--- config.mk ---
export PLATFORM = sky130hd
export DESIGN_NAME = if_fetch_stage
export DESIGN_NICKNAME = d
export VERILOG_FILES = /design/src/rtl/if_fetch_stage_pkg.sv /design/src/rtl/if_fetch_stage_inst_hold.sv /design/src/rtl/if_fetch_stage.sv
export SDC_FILE = /design/constraint.sdc
export NUM_CORES = 1
export LEC_CHECK = 0
export CORE_MARGIN = 2
export CORE_UTILIZATION = 50
export CTS_BUF_LIST = sky130_fd_sc_hd__clkbuf_2 sky130_fd_sc_hd__clkbuf_4 sky130_fd_sc_hd__clkbuf_8
export CTS_CLUSTER_DIAMETER = 120
export DETAILED_ROUTE_END_ITERATION = 16
export HOLD_SLACK_MARGIN = 0.02
export PLACE_DENSITY = 0.89
export SLEW_MARGIN = 20
export SYNTH_ARGS = -nofsm -noshare
export SYNTH_HDL_FRONTEND = slang
export SYNTH_SLANG_ARGS = --single-unit
--- constraint.sdc ---
create_clock -name clk -period 3.6 [get_ports clk]
set_input_delay 0.72 -clock clk [delete_from_list [all_inputs] [get_ports clk]]
set_output_delay 0.72 -clock clk [all_outputs]
set_load 0.1 [all_outputs]
--- src/rtl/if_fetch_stage_pkg.sv ---
// Shared types and constants for the IF stage and its IF->ID interface.
// Build option: define IF_FETCH_ADEL_EN to add fetch address-error detection.
package if_fetch_stage_pkg;

    localparam int unsigned XLEN    = 32;
    localparam int unsigned STALL_W = 6;
    localparam int unsigned STALL_PC = 0;
    localparam int unsigned STALL_ID = 1;

    localparam logic STOP    = 1'b1;
    localparam logic NO_STOP = 1'b0;

    localparam logic [XLEN-1:0] IF_RESET_PC = 32'hBFC0_0000;

    typedef struct packed {
        logic            br_e;
        logic [XLEN-1:0] br_addr;
    } br_bus_t;

    localparam int unsigned BR_WD = $bits(br_bus_t);

`ifdef IF_FETCH_ADEL_EN
    typedef struct packed {
        logic            adel;
        logic            ce;
        logic [XLEN-1:0] pc;
    } if_to_id_t;
`else
    typedef struct packed {
        logic            ce;
        logic [XLEN-1:0] pc;
    } if_to_id_t;
`endif

    localparam int unsigned IF_TO_ID_WD = $bits(if_to_id_t);

    typedef enum logic [1:0] {
        IDLE  = 2'd0,
        FETCH = 2'd1,
        HOLD  = 2'd2
    } fetch_state_e;

endpackage

--- src/rtl/if_fetch_stage_inst_hold.sv ---
// Holds the fetched word while ID is stalled and selects the word presented to ID.
module if_inst_hold
    import if_fetch_stage_pkg::*;
(
    input  logic            clk,
    input  logic            rst,
    input  logic            load,
    input  logic            clr,
    input  logic            out_en,
    input  logic            nop,
    input  logic [XLEN-1:0] inst_sram_rdata,
    output logic [XLEN-1:0] inst_to_id
);

    logic [XLEN-1:0] hold_word_q, hold_word_d;
    logic            hold_valid_q, hold_valid_d;

    always_comb begin : hold_next
        hold_word_d  = hold_word_q;
        hold_valid_d = hold_valid_q;
        if (clr) begin
            hold_valid_d = 1'b0;
        end else if (load) begin
            hold_word_d  = inst_sram_rdata;
            hold_valid_d = 1'b1;
        end
    end

    always_ff @(posedge clk or negedge rst) begin
        if (!rst) begin
            hold_word_q  <= '0;
            hold_valid_q <= 1'b0;
        end else begin
            hold_word_q  <= hold_word_d;
            hold_valid_q <= hold_valid_d;
        end
    end

    // Silent until the first fetch after reset; a misaligned fetch becomes a NOP.
    always_comb begin : out_mux
        inst_to_id = '0;
        if (out_en && !nop) begin
            inst_to_id = hold_valid_q ? hold_word_q : inst_sram_rdata;
        end
    end

endmodule

--- src/rtl/if_fetch_stage.sv ---
// MIPS IF stage: owns the PC, drives the instruction SRAM, feeds the IF->ID bus.
// Build option: IF_FETCH_ADEL_EN adds the adel_excp port and its bus bit.
module if_fetch_stage
    import if_fetch_stage_pkg::*;
#(
    parameter logic [31:0] RESET_PC = IF_RESET_PC
) (
    input  logic                   clk,
    input  logic                   rst,
    input  logic                   flush,
    input  logic [XLEN-1:0]        new_pc,
    input  logic [STALL_W-1:0]     stall,
    input  logic [BR_WD-1:0]       br_bus,
    output logic [IF_TO_ID_WD-1:0] if_to_id_bus,
    output logic [XLEN-1:0]        inst_to_id,
    output logic                   inst_sram_en,
    output logic [3:0]             inst_sram_wen,
    output logic [XLEN-1:0]        inst_sram_addr,
    output logic [XLEN-1:0]        inst_sram_wdata,
    input  logic [XLEN-1:0]        inst_sram_rdata
`ifdef IF_FETCH_ADEL_EN
    ,
    output logic                   adel_excp
`endif
);

    fetch_state_e    state_q, state_d;
    logic [XLEN-1:0] pc_q, pc_d;
    logic [XLEN-1:0] br_tgt_q, br_tgt_d;
    logic            br_pend_q, br_pend_d;
    logic            ce_q, ce_d;
    logic            buf_load_c, buf_clr_c;
    logic            adel_c;
    br_bus_t         br_c;
    if_to_id_t       id_bus_c;
    logic            unused_c;

    assign br_c     = br_bus_t'(br_bus);
    assign unused_c = ^stall[STALL_W-1:2];

    // Next PC: flush, then PC stall, then branch (live or pending), then sequential.
    always_comb begin : next_pc
        pc_d      = pc_q;
        br_tgt_d  = br_tgt_q;
        br_pend_d = br_pend_q;
        if (flush) begin
            pc_d      = new_pc;
            br_pend_d = 1'b0;
        end else if (stall[STALL_PC] == STOP) begin
            if (br_c.br_e) begin
                br_pend_d = 1'b1;
                br_tgt_d  = br_c.br_addr;
            end
        end else if (br_c.br_e) begin
            pc_d      = br_c.br_addr;
            br_pend_d = 1'b0;
        end else if (br_pend_q) begin
            pc_d      = br_tgt_q;
            br_pend_d = 1'b0;
        end else begin
            pc_d = pc_q + XLEN'(4);
        end
    end

    always_comb begin : fsm_next
        state_d    = state_q;
        ce_d       = ce_q;
        buf_load_c = 1'b0;
        buf_clr_c  = 1'b0;
        if (flush) begin
            state_d   = FETCH;
            ce_d      = 1'b1;
            buf_clr_c = 1'b1;
        end else begin
            unique case (state_q)
                IDLE: begin
                    state_d = FETCH;
                    ce_d    = 1'b1;
                end
                FETCH: begin
                    if (stall[STALL_ID] == STOP) begin
                        state_d    = HOLD;
                        buf_load_c = 1'b1;
                    end
                end
                HOLD: begin
                    if (stall[STALL_ID] == NO_STOP) begin
                        state_d   = FETCH;
                        buf_clr_c = 1'b1;
                    end
                end
                default: state_d = IDLE;
            endcase
        end
    end

    always_ff @(posedge clk or negedge rst) begin
        if (!rst) begin
            state_q   <= IDLE;
            pc_q      <= RESET_PC - XLEN'(4);
            br_tgt_q  <= '0;
            br_pend_q <= 1'b0;
            ce_q      <= 1'b0;
        end else begin
            state_q   <= state_d;
            pc_q      <= pc_d;
            br_tgt_q  <= br_tgt_d;
            br_pend_q <= br_pend_d;
            ce_q      <= ce_d;
        end
    end

`ifdef IF_FETCH_ADEL_EN
    assign adel_c    = ce_q & (|pc_q[1:0]);
    assign adel_excp = adel_c;
`else
    assign adel_c = 1'b0;
`endif

    // The bus reads all-zero until the first fetch so ID sees nothing during reset.
    always_comb begin : id_bus
        id_bus_c = '0;
        if (ce_q) begin
            id_bus_c.ce = 1'b1;
            id_bus_c.pc = pc_q;
`ifdef IF_FETCH_ADEL_EN
            id_bus_c.adel = adel_c;
`endif
        end
    end

    assign if_to_id_bus    = IF_TO_ID_WD'(id_bus_c);
    assign inst_sram_en    = ce_q & ~adel_c;
    assign inst_sram_wen   = 4'b0;
    assign inst_sram_addr  = pc_q;
    assign inst_sram_wdata = '0;

    if_inst_hold u_inst_hold (
        .clk             (clk),
        .rst             (rst),
        .load            (buf_load_c),
        .clr             (buf_clr_c),
        .out_en          (ce_q),
        .nop             (adel_c),
        .inst_sram_rdata (inst_sram_rdata),
        .inst_to_id      (inst_to_id)
    );

endmodule

== Word-level counts from Yosys, hierarchy flattened ==
Index checks and enable logic that the tools add are counted.
Storage, ports and cells
  register bits: 101
  input port bits: 106
  word-level logic and storage cells: 46
Cells by class
  $add $sub $neg: 1
  equal/unequal tests: 6
  multiplexer cells: 24
  bitwise gates (word level): 2
  reduce and logical (&&, ||, !) cells: 6
Operator list (number)
  32-bit two-way mux: 6
  33-bit two-way mux: 1
  32-bit by 3-bit adder with 32-bit output, second input constant: 1
  1-bit two-way mux: 13
  2-bit two-way mux: 3
  3-bit inequality test, second input constant: 2
  2-bit case mux with 3 select lines: 1
  2-bit AND reduction: 2
  2-bit nonzero test: 2
  3-bit by 2-bit inequality test with 1-bit output, second input constant: 1
  3-bit AND reduction: 1
  2-bit by 1-bit == test with 1-bit output, second input constant: 1
  2-bit == test, second input constant: 1
  2-bit zero test: 1
  2-bit inequality test, second input constant: 1
  1-bit NOT: 2

== Logic depth before layout (Yosys ltp) ==
Gate-level depths: netlist of the first run.
  depth after elaboration: 5
  mapped depth: 7

== Hierarchy ==
Synthesis of the first run repeated with hierarchy kept, for this count alone.
Second synthesis, totals
  cells, all modules: 663
  area, all modules: 6502.5 um^2
By module, submodules not included
  if_fetch_stage: times used 1, cells each 519, area an instance 4625.7 um^2
  if_inst_hold: times used 1, cells each 144, area an instance 1876.8 um^2

== Worst setup path before layout of the first run ==
Ideal clock, no wire load.
  path kind: flip-flop to output port
  start point: reg ce_q, in the netlist inst_sram_en
  end point: out inst_to_id[13]
  arrival: 2820 ps
  data required time: 2880 ps
  slack: 60 ps
  cell stages (with the launch flop): 4
  path buffers: 2
  cell sequence: dfrtp_1 clkbuf_1 clkbuf_1 nor2b_1
On the way
  longest elaborated chain between the ends: 1
RTL lines
  start, declared: line if_fetch_stage.sv:31  | logic ce_q, ce_d;
  start signal, assigned: line if_fetch_stage.sv:103  | ce_q <= 1'b0;
  start signal, assigned: line if_fetch_stage.sv:109  | ce_q <= ce_d;
  32-bit two-way mux: line if_fetch_stage_inst_hold.sv:42  | if (out_en && !nop) begin
  end, declared: line if_fetch_stage.sv:15  | output logic [XLEN-1:0] inst_to_id,
No other way between the ends.

== Worst setup path after layout of the first run ==
  start point: reg pc_q[22], in the netlist inst_sram_addr[22]
  end point: out inst_sram_addr[22]
RTL lines
  start, declared: line if_fetch_stage.sv:28  | logic [XLEN-1:0] pc_q, pc_d;
  start signal, assigned: line if_fetch_stage.sv:100  | pc_q <= RESET_PC - XLEN'(4);
  start signal, assigned: line if_fetch_stage.sv:106  | pc_q <= pc_d;
  end, declared: line if_fetch_stage.sv:18  | output logic [XLEN-1:0] inst_sram_addr,
No word-level cell between the ends.

==> metrics, run 1 <==
antenna fix cells 0; Clock Latency Late Sink 0.37 ns; IO buf count 199; Crit Path Category reg -> out; NumNets Final 934; Crit Path Max Fanout 8; post-cts sizing count 0; Residual DRC 0; initial antenna violation count 0; drt first pass iters 6; Design Area, Final 8300 sq um; syn avg cell area 9.70 sq um; crit path cell chain clkdlybuf4s50_1; Seq cells post-synth 101; first-pass GRT wire length 27300 um; Pleak 0.00350 uW; Hold WS 0.401 ns; slowest CP cell clkdlybuf4s50_1; mapped cell area 6300 sq um; drt wl/cell 17.9 um; largest net degree at the start of global routing 58; Gate Count Post-Synth 650; Max VDD drop 0.220 mV; Final Critical Period 2.79 ns; final HPWL from detailed placement 13100 um; final cell count without fillers 1003; distinct cell type count after synthesis 58; arrival time worst endpoint 2.07 ns; M1 GR Usage 35.4%; P per Cell Area 525 nW/um^2; vias per cell 5.62; clock sink count 101; Die W 116 um; Buf/Inv on CP 1; share of the synthesized area in the top cell type 29.0%; Sw Share 47.2%; Root Buffer clkbuf_8; internal power 2300 uW; CTS H-tree lvls 3; max-cap violation count 0; clk slew on worst S/H paths 0.09 ns; via count 5638; clk buf depth 2; placed instance area 8090 sq um; Worst R2R Setup Slack 1.14 ns; post-synthesis sequential area ratio 40.6%; Starting Density 50.6%; vias in the first global route 5244; grt ovf 0; floorplan row count 41; DR iter-0 viols 605; Ys Warns 0; RSZ-0062 raised after global routing no; Ports 240; final wirelength 17900 um; Yosys top cell by area dfrtp_1; Psw 2060 uW; share of cells above drive strength 1 26.7%; Flop pwr share 34.9%; Comb power frac 47.5%; asr flop ratio synth 100%; slew of the pin with the lowest slew margin 0.974 ns; Final WS setup 0.807 ns; setup TNS 0 ns; Hold Violations, Final 0; reg2reg start inst_sram_addr[9]; gr usage total 25.7%; Post-CTS Setup Bufs 0; M2 GR Usage 41.2%; layer with the highest usage met2; launch point of the worst path inst_sram_addr[22]; crit share post-route 77.6%; die area 13500 sq um; status finished clean; Largest stage delay, worst path 1.20 ns; placed instance count 988; min-delay worst type in -> async; max-slew violations 0; WP data required 2.88 ns; Chip Height 116 um; placer congestion estimate 0.889; Place WS 0.870 ns; startpoint types flip-flop; Post-synth EDFFs 0; CP endpoint kind output pin; hold buffer count at cts 0; Post-Route Skew 0.00535 ns; CTS Buf Count 9; CP top delay family buffers and inverters; fmax 358 MHz; DRT antenna net count 0; Synth area leaders dfrtp_1, dfstp_2, mux2_2; Final Setup Violations 0; Area Growth Syn to Fin 31.7%; Synth Flop Type dfrtp_1; Slew headroom 34.9%; core footprint 12500 sq um; CTS tree yes; clock share of power 17.7%; met3 usage 5.40%
[final cells by class]
class,instances,area [sq um]
clock inverter,1,30.0
fill,982,4160
tap,172,215
clock buffer,14,180
timing repair buffer,215,1910
inverter,16,60.1
sequential,101,2560
multi-input combinational,484,3350
[cells in the final DEF, fill, tap and decap left out, types with 11 or more instances in the layout]
master,synthesis,layout
mux2_2,60,60
dfrtp_1,73,73
nor2_1,26,25
clkbuf_8,0,12
inv_1,15,15
clkdlybuf4s50_1,0,103
mux2i_1,40,40
a221oi_1,11,11
nor2b_1,35,35
and2_1,35,35
buf_4,38,108
o21ai_0,37,37
conb_1,1,36
dfstp_2,28,28
nand4_1,11,11
nand2_1,41,41
a21oi_1,29,29
[power groups by stage]
stage | sequential (uW) | clock [uW] | combinational (uW)
CTS | 1520 | 782 | 2070
global placement | 1520 | 0 | 2040
detailed placement | 1540 | 0 | 2070
global route | 1550 | 836 | 2150
finish | 1520 | 770 | 2070
floorplan | 1790 | 0 | 1330
[synthesized netlist by cell type, types with 26 or more instances]
master	count
mux2_2	60
dfstp_2	28
dfrtp_1	73
mux2i_1	40
nor2b_1	35
and2_1	35
buf_4	38
clkbuf_1	35
nand2_1	41
a21oi_1	29
o21ai_0	37
nor2_1	26
[worst paths after layout]
check | to | depth (start not counted)
max | inst_sram_addr[22] | 1
min reg2reg | br_tgt_q[7] | 2
min | u_inst_hold.hold_word_q[2] | 1
max reg2reg | inst_sram_addr[31] | 5
min in group clk | br_tgt_q[7] | 2
max in group asynchronous | u_inst_hold.hold_word_q[20] | 2
[flip-flops by register name (all words and copies together), names as in the netlist]
signal                    cells
u_inst_hold.hold_word_q      32
inst_sram_en                  1
u_inst_hold.hold_valid_q      1
br_tgt_q                     32
br_pend_q                     1
inst_sram_addr               32
state_q                       2
[stage by stage]
step / total power [uW] / utilization, %
3_3_place_gp: 3550 / 64.9
2_1_floorplan: 3120 / -
3_5_place_dp: 3610 / 64.9
4_1_cts: 4370 / 66.6
6_report: 4360 / 66.6
5_1_grt: 4530 / 66.6
[kinds of logic (layout without fill, tap and decap cells)]
kind of cell	after synthesis	in the layout	share of synthesized area (%)
xor gates and xnor gates	8	8	1.11
and+or+nand+nor	199	199	17.6
other	1	36	0.0595
adders and majority gates	2	2	0.357
muxes	100	100	17.1
DFF	101	101	40.6
buffers and inverters	100	246	8.37
AOI/OAI and AO/OA	139	139	14.8
[metal layers]
| layer | vias up | share of wire [%] |
|---|---|---|
| met2 | 310 | 47 |
| met1 | 2690 | 42 |
| li1 | 2605 | - |
| met4 | 0 | 1.8 |
| met3 | 33 | 9.1 |
| met5 | - | 0 |
(Power assumes the default switching activity.)
==> run 2, diff against run 1 <==
--- a/config.mk
+++ b/config.mk
@@ -6,12 +6,12 @@
 export NUM_CORES = 1
 export LEC_CHECK = 0
 export CORE_MARGIN = 2
-export CORE_UTILIZATION = 50
+export CORE_UTILIZATION = 46
 export CTS_BUF_LIST = sky130_fd_sc_hd__clkbuf_2 sky130_fd_sc_hd__clkbuf_4 sky130_fd_sc_hd__clkbuf_8
 export CTS_CLUSTER_DIAMETER = 120
 export DETAILED_ROUTE_END_ITERATION = 16
 export HOLD_SLACK_MARGIN = 0.02
-export PLACE_DENSITY = 0.89
+export PLACE_DENSITY = 0.83
 export SLEW_MARGIN = 20
 export SYNTH_ARGS = -nofsm -noshare
 export SYNTH_HDL_FRONTEND = slang
==> constraint.sdc (replaced) <==
create_clock -name clk -period 2.8 [get_ports clk]
set_input_delay 0.56 -clock clk [delete_from_list [all_inputs] [get_ports clk]]
set_output_delay 0.56 -clock clk [all_outputs]
set_load 0.1 [all_outputs]
==> metrics, run 2 (same netlist as run 1, synthesis figures left out) <==
status finished clean; share of cells above drive strength 1 32.1%; core footprint 13300 sq um; placed instance area 9130 sq um; antenna fix cells 0; layer with the highest usage met2; drt wl/cell 18.9 um; most frequent cells in the layout clkdlybuf4s50_1, dfrtp_1, buf_12; CTS tree yes; Starting Density 47.4%; Die W 121 um; CTS Buf Count 9; FF+latch area 2560 sq um; M2 GR Usage 44.7%; crit share post-route 91.2%; Fillers 968; drt first pass iters 8; M1 GR Usage 30.4%; startpoint types flip-flop; Final Critical Period 2.55 ns; Buf/Inv on CP 2; RSZ-0062 raised after global routing no; Chip Height 121 um; Post-Route Skew 0.00785 ns; Crit Path Max Fanout 21; arrival time worst endpoint 1.99 ns; DRT antenna net count 0; Ports 240; Slew headroom 53.0%; initial antenna violation count 0; Residual DRC 0; Clock Latency Late Sink 0.38 ns; crit path cell chain buf_4, mux2i_1, nor2b_2, buf_12; most common cell after layout, fill and taps aside clkdlybuf4s50_1; Area Growth Syn to Fin 47.8%; Hold Violations, Final 0; IO buf count 199; setup TNS 0 ns; final HPWL from detailed placement 13900 um; max-cap violation count 0; gr usage total 26.3%; CTS H-tree lvls 3; Design Area, Final 9320 sq um; largest net degree at the start of global routing 54; multi-input logic area 3510 sq um; P per Cell Area 641 nW/um^2; grt ovf 0; first-pass GRT wire length 30200 um; Root Buffer clkbuf_8; Reg2Reg Depth 5; WP data required 2.24 ns; min-delay worst type in -> async; CP endpoint kind output pin; clk slew on worst S/H paths 0.09 ns; Pleak 0.00404 uW; via count 5834; CP top delay family flip-flops; clock sink count 101; vias per cell 5.75; DR iter-0 viols 611; post-cts sizing count 0; reg2reg start inst_sram_addr[4]; max-slew violations 0; slew of the pin with the lowest slew margin 0.705 ns; NumNets Final 942; final wirelength 19200 um; slowest CP cell dfrtp_2; fmax 392 MHz; clk buf depth 2; vias in the first global route 5936; Final Setup Violations 0; placer congestion estimate 0.912; launch point of the worst path u_inst_hold.hold_valid_q; Crit. path cell count 4; Crit Path Category reg -> out; met3 usage 8.60%; die area 14700 sq um; floorplan row count 42; Max VDD drop 0.558 mV; hold buffer count at cts 0; Post-CTS Setup Bufs 0; Largest stage delay, worst path 0.74 ns
run 2: worst register-to-register path, delay by kind of cell (launching register included):
family | cells | cell delay [ns]
and+or+nand+nor | 3 | 1.16
DFF | 1 | 0.63
AOI/OAI and AO/OA | 2 | 0.47
run 2: path summary, 6_finish.rpt:
path	slack, ns	endpoint
max	0.25	inst_to_id[1]
max in group asynchronous	1.80	inst_sram_addr[4]
min	0.22	br_tgt_q[8]
max reg2reg	0.48	inst_sram_addr[31]
min in group clk	0.50	br_tgt_q[8]
min reg2reg	0.50	br_tgt_q[8]
run 2: area by class of cell:
class	instances	area share [%]
clock buffers	13	1.72
clock inverters	2	0.376
inverters	16	0.644
multi-input cells	484	37.7
flip-flops and latches	101	27.5
well taps	176	2.36
repair buffers	223	29.7
run 2: per-layer routing:
metal	routed length, um	vias to the layer above
met5	0	-
met2	9550	355
li1	-	2613
met1	7020	2812
met4	551	0
met3	2050	54
run 2: metrics by stage:
stage	setup slack [ns]	utilization [%]	total power, uW	hold WS (ns)	cells
global route	0.117	70.1	6200	0.258	1015
floorplan	-0.154	-	4060	0.264	685
finish	0.246	70.1	5980	0.221	1015
CTS	0.173	70.1	6020	0.225	1015
global placement	0.558	68.6	4970	0.464	1000
detailed placement	0.465	68.6	5050	0.482	1000
run 2: power by group:
part           internal, uW  total [uW]  switching [uW]
logic                  1030        3070            2030
clock network           463         955             493
registers              1740        1960             214
==> run 3, diff against run 2 <==
--- a/config.mk
+++ b/config.mk
@@ -5,14 +5,17 @@
 export SDC_FILE = /design/constraint.sdc
 export NUM_CORES = 1
 export LEC_CHECK = 0
+export CELL_PAD_IN_SITES_DETAIL_PLACEMENT = 1
+export CELL_PAD_IN_SITES_GLOBAL_PLACEMENT = 1
 export CORE_MARGIN = 2
-export CORE_UTILIZATION = 46
+export CORE_UTILIZATION = 34
 export CTS_BUF_LIST = sky130_fd_sc_hd__clkbuf_2 sky130_fd_sc_hd__clkbuf_4 sky130_fd_sc_hd__clkbuf_8
 export CTS_CLUSTER_DIAMETER = 120
 export DETAILED_ROUTE_END_ITERATION = 16
 export HOLD_SLACK_MARGIN = 0.02
-export PLACE_DENSITY = 0.83
+export PLACE_DENSITY_LB_ADDON = 0.1
 export SLEW_MARGIN = 20
 export SYNTH_ARGS = -nofsm -noshare
 export SYNTH_HDL_FRONTEND = slang
+export SYNTH_HIERARCHICAL = 1
 export SYNTH_SLANG_ARGS = --single-unit
==> metrics, run 3 <==
Crit Path Category reg -> reg; Crit Path Max Fanout 7; placed instance count 1084; initial antenna violation count 0; antenna fix cells 0; Starting Density 34.8%; gr usage total 22.2%; Fillers 2049; placer congestion estimate 0.850; post-synthesis mux area share 19.3%; Max VDD drop 0.352 mV; Synth Flop Type dfrtp_1; die area 20200 sq um; compound-gate portion of the synthesized area 13.9%; Synth Area in Adders 0.346%; clock sink count 101; syn avg cell area 9.81 sq um; WP data required 3.11 ns; floorplan row count 50; status finished clean; mapped cell area 6500 sq um; clk buf depth 2; Final Util 49.2%; FF+latch area 2570 sq um; Post-CTS Setup Bufs 0; Residual DRC 0; vias in the first global route 6173; P per Cell Area 623 nW/um^2; DRT antenna net count 0; distinct cell type count after synthesis 70; drt wl/cell 20.4 um; share of the synthesized area in the top cell type 28.1%; Chip Height 142 um; Post-synth EDFFs 0; fmax 402 MHz; multi-input logic area 3590 sq um; via count 5808; Slew headroom 61.1%; Area Growth Syn to Fin 41.6%; startpoint types flip-flop; DR iter-0 viols 285; final cell count without fillers 1100; max-slew violations 0; crit share post-route 88.7%; Seq cells post-synth 101; largest net degree at the start of global routing 63; RSZ-0062 raised after global routing no; CTS tree yes; first-pass GRT wire length 34900 um; Tot Pwr 5730 uW; Hold Violations, Final 0; Final Setup Violations 0; post-cts sizing count 0; CP endpoint kind flip-flop; CTS H-tree lvls 3; Hold WS 0.147 ns; final HPWL from detailed placement 16800 um; Synth top cells by count dfrtp_1, nor2_1, o21ai_0; slew of the pin with the lowest slew margin 0.583 ns; most common cell in the netlist dfrtp_1; Ports 240; grt ovf 0; CTS Buf Count 9; Die W 142 um; drt first pass iters 4; share of cells above drive strength 1 33.9%; most common cell after layout, fill and taps aside clkdlybuf4s50_1; arrival time worst endpoint 2.80 ns; Final Critical Period 2.48 ns; clk slew on worst S/H paths 0.11 ns; Yosys top cell by area dfrtp_1; Synth area leaders dfrtp_1, dfstp_2, mux2_4; core footprint 18700 sq um; Clock Latency Late Sink 0.39 ns; largest family of logic cells by synthesized area multiplexers; IO buf count 199; max-cap violation count 0; Root Buffer clkbuf_8; Simple-Gate Fraction of Synth Area 17.1%; min-delay worst type in -> async; Post-Synth XOR/XNOR Area 0.808%; post-synthesis sequential area ratio 39.4%; final wirelength 22400 um; most frequent cells in the layout clkdlybuf4s50_1, buf_4, dfrtp_1; NumNets Final 968; Ys Warns 6; Pleak 0.00387 uW; asr flop ratio synth 100%; hold buffer count at cts 0; vias per cell 5.28; Post-Route Skew 0.0139 ns; setup TNS 0 ns; Gate Count Post-Synth 663
[run 3: cell families (layout without fill, tap and decap cells)]
logic type | count (synthesis) | after routing
buffers and inverters | 95 | 262
AO/OA/AOI/OAI | 138 | 138
adder cells (fa/ha/maj) | 2 | 2
other | 1 | 37
flip-flops | 101 | 101
multiplexers | 106 | 106
XOR/XNOR | 6 | 6
AND/OR/NAND/NOR | 214 | 214
[run 3: through the flow]
stage	area (sq um)	setup slack, ns
floorplan	6750	0.00997
global placement	8980	0.359
detailed placement	8980	0.329
CTS	9210	0.311
global route	9210	0.186
finish	9210	0.316
[run 3: worst paths after layout]
check                             startpoint                 end  slack (ns)  cells after the start
min reg2reg                      br_tgt_q[7]         br_tgt_q[7]        0.50                      2
min                                      rst         br_tgt_q[1]        0.15                      1
max reg2reg                inst_sram_addr[2]  inst_sram_addr[26]        0.32                      6
min in group clk                 br_tgt_q[7]         br_tgt_q[7]        0.50                      2
max                        inst_sram_addr[2]  inst_sram_addr[26]        0.32                      6
max in group asynchronous                rst  inst_sram_addr[12]        1.83                      2
[run 3: final cells by class]
class                           count  area share [%]
Multi-Input combinational cell    503            39.0
Clock inverter                      6            1.01
Clock buffer                       10            1.49
Sequential cell                   101            27.9
Tap cell                          234            3.18
Timing Repair Buffer              235            26.9
Inverter                           11           0.448
[run 3: worst max-delay path, stage by stage (launching register included)]
cell	delay (ns)
dfstp_2	0.63
ha_1	0.28
nand3_1	0.18
or3_1	0.37
or2_2	0.34
o311a_1	0.34
a211o_1	0.27
[run 3: power breakdown]
| part | internal (uW) | switching [uW] |
|---|---|---|
| Sequential | 1760 | 229 |
| Clock | 535 | 567 |
| Combinational | 847 | 1790 |
[run 3: layer usage]
metal	track usage (%)	wire, um	vias up
met5	0	0	-
met4	8.08	544	0
met3	3.36	1200	34
met2	36.3	10800	187
met1	30.0	9890	2897
li1	-	-	2690
